### config.mk
export PLATFORM = sky130hd
export DESIGN_NAME = grant_data_fifo
export DESIGN_NICKNAME = d
export VERILOG_FILES = /design/src/rtl/arb_pkg.sv /design/src/rtl/grant_encoder.sv /design/src/rtl/grant_data_fifo.sv
export SDC_FILE = /design/constraint.sdc
export NUM_CORES = 1
export LEC_CHECK = 0
export ABC_AREA = 0
export CAP_MARGIN = 20
export CORE_MARGIN = 5
export CORE_UTILIZATION = 50
export CTS_CLUSTER_DIAMETER = 50
export DETAILED_ROUTE_END_ITERATION = 10
export DONT_BUFFER_PORTS = 1
export HOLD_SLACK_MARGIN = 0.12
export PLACE_DENSITY_LB_ADDON = 0.25
export SLEW_MARGIN = 0
export SYNTH_ARGS = -nofsm -noshare
export SYNTH_HDL_FRONTEND = slang
export SYNTH_SLANG_ARGS = --single-unit
### constraint.sdc
create_clock -name clk -period 2.8 [get_ports clk]
set_input_delay 0.42 -clock clk [delete_from_list [all_inputs] [get_ports clk]]
set_output_delay 0.42 -clock clk [all_outputs]
set_load 0.005 [all_outputs]
### src/rtl/arb_pkg.sv
// Shared helpers for fixed-priority arbiter consumers: grant encoding and width helpers.
package arb_pkg;

   localparam int MAXN = 32;

   typedef struct packed {
      int   idx;
      logic multi;
   } enc_t;

   function automatic int idx_w(input int n);
      return (n > 1) ? $clog2(n) : 1;
   endfunction

   function automatic int cnt_w(input int depth);
      return $clog2(depth) + 1;
   endfunction

   // Lowest set bit wins, matching the upstream fixed-priority order.
   function automatic enc_t onehot_lsb_idx(input logic [MAXN-1:0] vec);
      enc_t r;
      r.idx   = 0;
      r.multi = |(vec & (vec - MAXN'(1)));
      for (int i = MAXN - 1; i >= 0; i--)
         if (vec[i]) r.idx = i;
      return r;
   endfunction

endpackage

### src/rtl/grant_encoder.sv
// One-hot grant to index encoder with lowest-bit priority and multi-hot detect.
module grant_encoder
   import arb_pkg::*;
#(
   parameter int N    = 4,
   parameter int IDXW = idx_w(N)
) (
   input  logic [N-1:0]    grant,
   output logic [IDXW-1:0] idx,
   output logic            any,
   output logic            multi
);

   enc_t enc;

   always_comb begin
      enc   = onehot_lsb_idx(MAXN'(grant));
      idx   = IDXW'(enc.idx);
      multi = enc.multi;
      any   = |grant;
   end

endmodule

### src/rtl/grant_data_fifo.sv
// Captures the granted requester's payload plus its index into a small FIFO, acks the winner.
module grant_data_fifo
   import arb_pkg::*;
#(
   parameter int N     = 4,
   parameter int DW    = 8,
   parameter int DEPTH = 4,
   parameter int IDXW  = idx_w(N),
   parameter int CNTW  = cnt_w(DEPTH)
) (
   input  logic            clk,
   input  logic            rst,
   input  logic [N-1:0]    grant,
   input  logic [N*DW-1:0] req_data,
   output logic [N-1:0]    ack,
   output logic            out_valid,
   input  logic            out_ready,
   output logic [DW-1:0]   out_data,
   output logic [IDXW-1:0] out_src,
   output logic [CNTW-1:0] count,
   output logic            full,
   output logic            onehot_err
);

   localparam int PW = (DEPTH > 1) ? $clog2(DEPTH) : 1;

   logic [IDXW-1:0] gidx;
   logic            gany;
   logic            gmulti;
   logic            push;
   logic            pop;
   logic [PW-1:0]   wr_ptr;
   logic [PW-1:0]   rd_ptr;
   logic [DW-1:0]   mem_data [DEPTH];
   logic [IDXW-1:0] mem_src  [DEPTH];

   grant_encoder #(.N(N), .IDXW(IDXW)) u_enc (
      .grant (grant),
      .idx   (gidx),
      .any   (gany),
      .multi (gmulti)
   );

   assign out_valid = (count != '0);
   assign full      = (count == CNTW'(DEPTH));
   assign pop       = out_valid & out_ready;
   // A full FIFO still accepts a grant when the head leaves in the same cycle.
   assign push      = gany & (~full | pop);
   assign out_data  = mem_data[rd_ptr];
   assign out_src   = mem_src[rd_ptr];

   always_ff @(posedge clk) begin
      if (rst) begin
         wr_ptr     <= '0;
         rd_ptr     <= '0;
         count      <= '0;
         ack        <= '0;
         onehot_err <= 1'b0;
         for (int i = 0; i < DEPTH; i++) begin
            mem_data[i] <= '0;
            mem_src[i]  <= '0;
         end
      end else begin
         ack <= push ? (N'(1) << gidx) : '0;
         if (gany && gmulti) onehot_err <= 1'b1;
         if (push) begin
            mem_data[wr_ptr] <= req_data[int'(gidx)*DW +: DW];
            mem_src[wr_ptr]  <= gidx;
            wr_ptr           <= wr_ptr + PW'(1);
         end
         if (pop) rd_ptr <= rd_ptr + PW'(1);
         case ({push, pop})
            2'b10:   count <= count + CNTW'(1);
            2'b01:   count <= count - CNTW'(1);
            default: count <= count;
         endcase
      end
   end

endmodule
== Yosys cells after proc, flatten, opt, wreduce, memory -nomap -nowiden ==
Memory sizes are Yosys's and may differ from the RTL's. A register that Yosys moved wholly into a read port is not among the register bits.
Index checks and enable logic that the tools add are counted.
Word-level totals
  bits in registers: 12
  bits in writable memories: 40
  input bits: 39
  output and inout bits: 20
  memories kept: 2
Memory list
  mem_data: depth 4, bits a word 8, rd ports 1, clocked after memory_dff 1, wr ports 4, line grant_data_fifo.sv:34  | logic [DW-1:0] mem_data [DEPTH];
  mem_src: depth 4, bits a word 2, rd ports 1, clocked after memory_dff 1, wr ports 4, line grant_data_fifo.sv:35  | logic [IDXW-1:0] mem_src [DEPTH];
Cells by class
  add/subtract/negate cells: 5
  equality and inequality tests: 3
  shifts and indexed selects: 2
  muxes and demuxes: 20
  bitwise operators: 6
  reduce and logical (&&, ||, !) cells: 8
Operator list (number)
  bitwise AND 4 x 32 -> 32 bit: 1
  OR reduction 32 bit: 1
  indexed part select 32 x 6 -> 8 bit: 1
  two-way mux 2 bit: 11
  two-way mux 8 bit: 1
  OR reduction 8 bit: 1
  two-way mux 1 bit: 7
  one-hot mux 3 bit (2 select lines): 1
  subtractor 4 x 1 -> 5 bit (second input constant): 1
  adder 2 x 1 -> 2 bit (second input constant): 2
  OR reduction 2 bit: 2
  OR reduction 4 bit: 1
  << shifter 1 x 2 -> 4 bit (first input constant): 1
  adder 3 x 1 -> 3 bit (second input constant): 1
  equality test 3 bit (second input constant): 1
  nonzero test 3 bit: 1
  subtractor 3 x 1 -> 3 bit (second input constant): 1
  bitwise AND 1 bit: 2
  equality test 2 x 1 -> 1 bit (second input constant): 1
  equality test 2 bit (second input constant): 1
  NOT 1 bit: 2
  nonzero test 2 bit: 1
  logical AND 1 bit: 1
  bitwise OR 1 bit: 1

== Depth between registers and ports, before layout ==
  word-level depth: 9
  depth in mapped cells: 9
  gate-level depth less buffers: 8

== By module ==
From an unflattened synthesis, not the netlist that was laid out.
Second synthesis, totals
  cells, all modules: 185
  area, all modules: 2623.8 um2
Modules (own cells, without submodules)
  grant_data_fifo: instances 1, cells an instance 175, area an instance 2576.2 um2
  grant_encoder: instances 1, cells an instance 10, area an instance 47.5 um2

== Least setup slack after synthesis ==
No wires, ideal clock.
  path type: in2reg
  start point: input port grant[3]
  end point: register count[2]
  library setup time: 71 ps
  data arrival time: 2315 ps
  required time: 2729 ps
  path slack: 415 ps
  cell stages on the path: 8
  path through: or4_1 nand2_1 ha_1 inv_1 fa_1 xor2_1 or3_1 a21oi_1
On the way
  cells in the longest elaborated chain, start to end: 4
  elaborated cells on any way between the ends: 6
  classes of those cells: eq/ne (2); mux (1); bitwise (1); reduce/logical (2)
Ends and longest elaborated chain
  from (decl): line grant_data_fifo.sv:13  | input logic [N-1:0] grant,
  OR reduction 4 bit (*): line grant_encoder.sv:20  | any = |grant;
  bitwise AND 1 bit (*): line grant_data_fifo.sv:48  | assign push = gany & (~full | pop);
  equality test 2 x 1 -> 1 bit / equality test 2 bit (equally long branches): line grant_data_fifo.sv:72  | case ({push, pop})
  one-hot mux 3 bit (2 select lines) / nonzero test 2 bit (equally long branches)
  to (signal assigned): line grant_data_fifo.sv:73  | 2'b10: count <= count + CNTW'(1);
  to (signal assigned): line grant_data_fifo.sv:74  | 2'b01: count <= count - CNTW'(1);
  to (signal assigned): line grant_data_fifo.sv:75  | default: count <= count;
  to (decl): line grant_data_fifo.sv:20  | output logic [CNTW-1:0] count,
Every way passes the cells marked *; elsewhere a longest branch is shown, timed or not.
A chain may end at the register's enable or synchronous reset.

== Worst setup path after layout ==
  start point: register count[0]
  end point: register count[2]
On the way
  cells in the longest elaborated chain, start to end: 6
  elaborated cells on any way between the ends: 12
  classes of those cells: add/sub (2); eq/ne (3); mux (1); bitwise (4); reduce/logical (2)
Ends and longest elaborated chain (line)
  nonzero test 3 bit / equality test 3 bit (equally long branches): grant_data_fifo.sv:44, grant_data_fifo.sv:45
  bitwise AND 1 bit / NOT 1 bit (equally long branches): grant_data_fifo.sv:46, grant_data_fifo.sv:48
  bitwise OR 1 bit: grant_data_fifo.sv:48
  bitwise AND 1 bit: grant_data_fifo.sv:48
  equality test 2 x 1 -> 1 bit / equality test 2 bit (equally long branches): grant_data_fifo.sv:72
  one-hot mux 3 bit (2 select lines) / nonzero test 2 bit (equally long branches)
Parallel ways exist; a longest one is shown, timed or not.

==> results.yml <==
status:
  status: "finished, final reports clean"
clock_tree:
  clkTransAtPathRegs_ns: 0.09
  root_buffer: "clkbuf_8"
  cts_made_buffers: 5
  clkSinkCount: 54
  cts_tree: "done"
  cts_buffer_depth: 2
  worstSkewPairLatency_ns: 0.31
  cts_setup_buffers: 0
  cts_resized: 0
  cts_hold_repair.buffers: 0
  ctsHtreeMaxLevel: 2
yosys:
  synthesis.area_um2: 2810
  synth_cell_types: 45
  synth_compound_area_share_pct: 7.03
  synth_nets: 271
  synth-async-reset-ratio_pct: 0
  synthMuxAreaShare_pct: 8.00
  ys_warn_count: 0
  yosys-top-cells-area: "edfxtp_1, dfxtp_1, mux4_2"
  synthAdderAreaFrac_pct: 1.16
  synth_flop_cell: "edfxtp_1"
  seq_area_frac_synth_pct: 52.6
  yosys.area.top_type: "edfxtp_1"
  synthCells: 230
  yosys.area_share.simple_pct: 26.2
  ys_ff_latch: 54
  synth_top_family_by_area: "simple AND/OR/NAND/NOR gates"
  synth_edf_count: 40
  avgSynthCellArea_um2: 12.2
  synth-xor-area-share_pct: 1.24
  netlist.area_leader.share_pct: 42.7
floorplan:
  die_area_um2: 7230
  initial_core_util_pct: 51.4
  die_x_um: 85.0
  core-area_um2: 5470
  io-pin-count: 59
  die_y_um: 85.0
  num_rows: 27
worst_setup_path:
  end_kind: "register"
  slowest_delay_ns: 0.68
  cp-start-kind: "register"
  cp.required_ns: 3.05
  cp_max_fo: 8
  path_class: "register to register"
  crit_chain: "or4b_1, nand2_1, ha_1, inv_1, fa_1, xor2_1, or3_1, a21oi_1"
  worstPathArrival_ns: 2.79
  cpMaxStageDelayCell: "or4b_1"
place:
  place_area_um2: 2860
  post-place-ws_ns: 0.274
  gp_congestion: 0.747
  hpwlAfterDp_um: 4400
  portBuffers: 0
route:
  wire_per_inst_um: 20.4
  wl_um: 6150
  drt-initial-drc-count: 141
  antenna_left: 0
  drc: 0
  vias_per_cell: 5.99
  drt_pass1_iterations: 4
  vias: 1804
power:
  power_frac_comb_pct: 21.9
  p_int_mw: 1.45
  ir_drop_mv: 0.651
  power_leakage_nw: 1.04
  seq_power_share_pct: 54.8
  p_per_area_nw_per_um2: 687
  clock_power_share_pct: 23.3
  netSwitchingPower_mw: 0.593
  p_sw_share_pct: 29.1
  total_power_mw: 2.04
timing:
  setup_ws_ns: 0.254
  period_needed_ns: 2.55
  tns_ns: 0
  finalClockSkew_ns: 0.00730
  fin_hold_ws_ns: 0.171
  final.period_utilization_pct: 90.9
  finalSetupViolations: 0
  hold_violations: 0
  rsz0062_at_grt: "false"
  tightestPinTransition_ns: 0.987
  max_freq_ghz: 0.393
  maxSlewViolCount: 0
  slew-limit-headroom_pct: 33.7
global_routing:
  grt_pass1_wl_um: 9740
  overflow: 0
  grt_max_degree: 25
  antenna_found_initial: 0
  grt_pass1_vias: 1809
  gr-usage-all-layers_pct: 17.7
layout:
  area_growth_syn_to_layout_pct: 5.51
  final_cell_mix: "edfxtp_1, nand2b_1, nor3_1, nor3_2, nor2_1"
  num-nets-final: 267
  final_cell_area_um2: 2970
  final_common_cell: "edfxtp_1"
  drive_gt1_share_pct: 21.6
job:
  cap_violations: 0
worst_hold_path:
  hold_path_class: "primary input to register"
-- critical path, delay by kind of cell (launching register included) --
family                     cells  cell delay, ns
AOI/OAI and AO/OA              1            0.14
xor gates and xnor gates       1            0.16
adders and majority gates      2            0.57
buffers and inverters          1            0.06
DFF                            1            0.40
and+or+nand+nor                3            1.15
-- logic make-up (layout without fill, tap and decap cells) --
kind of cell	Yosys count	in the layout
muxes	10	10
other	0	2
xor gates and xnor gates	4	4
AOI/OAI and AO/OA	31	31
DFF	54	54
buffers and inverters	23	20
adders and majority gates	2	2
and+or+nand+nor	106	106
-- Yosys cell counts, types with 2 or more instances --
cell type and number:
inv_1 7, a21oi_1 11, buf_4 2, dfxtp_1 14, edfxtp_1 40, xor2_1 3
nand2b_1 18, nor3b_1 2, nor3_1 17, clkbuf_1 4, o21ai_1 3, or3b_1 11
nor2_1 15, nand2_1 2, mux4_2 10, buf_2 8, o211ai_1 8, or3_1 5
or3b_2 5, or4_1 3, nor3_2 17, o21ai_0 2
-- through the flow --
step	std cells	utilization, %
6_report	301	54.3
5_1_grt	299	54.2
4_1_cts	299	54.2
3_5_place_dp	291	52.3
3_3_place_gp	291	52.3
2_1_floorplan	230	-
-- final cells by class --
cell class | count | area, µm²
inverters | 8 | 30.0
diodes | 2 | 5.00
clock inverters | 2 | 10.0
fillers | 482 | 2500
repair buffers | 4 | 30.0
well taps | 72 | 90.1
multi-input cells | 153 | 1230
flip-flops and latches | 54 | 1480
clock buffers | 6 | 93.8
-- worst paths after layout --
check	startpoint	endpoint	slack [ns]	cells after the start
worst min register to register	rd_ptr[1]$_SDFFE_PP0P_	register	0.54	2
worst min-delay path	rst	count[2]$_SDFFE_PP0P_	0.17	1
worst max-delay path	count[0]$_SDFFE_PP0P_	count[2]$_SDFFE_PP0P_	0.25	8
worst max register to register	count[0]$_SDFFE_PP0P_	count[2]$_SDFFE_PP0P_	0.25	8
-- power by group through the flow --
| stage | clock network [mW] | logic, mW | registers [mW] |
|---|---|---|---|
| after floorplan | 0 | 0.420 | 1.07 |
| after global placement | 0 | 0.446 | 1.14 |
| after detailed placement | 0 | 0.450 | 1.14 |
| after CTS | 0.488 | 0.452 | 1.12 |
| after global routing | 0.526 | 0.497 | 1.14 |
| final | 0.475 | 0.446 | 1.12 |
-- metal layers --
layer	wire length, µm	up-vias	part of all wire (%)	track usage, %
met4	73	0	1.2	4.75
met2	2890	61	47	27.9
met5	0	-	0	0
met1	2710	871	44	23.9
met3	480	7	7.8	5.34
li1	-	865	-	-
-- flip-flops by register name, summed over array words and instances (netlist names), named ones only --
register and flops:
ack 4, count 3, mem_data 32, mem_src 8, onehot_err 1, rd_ptr 2, wr_ptr 2
Power figures use the tool's default switching activity.
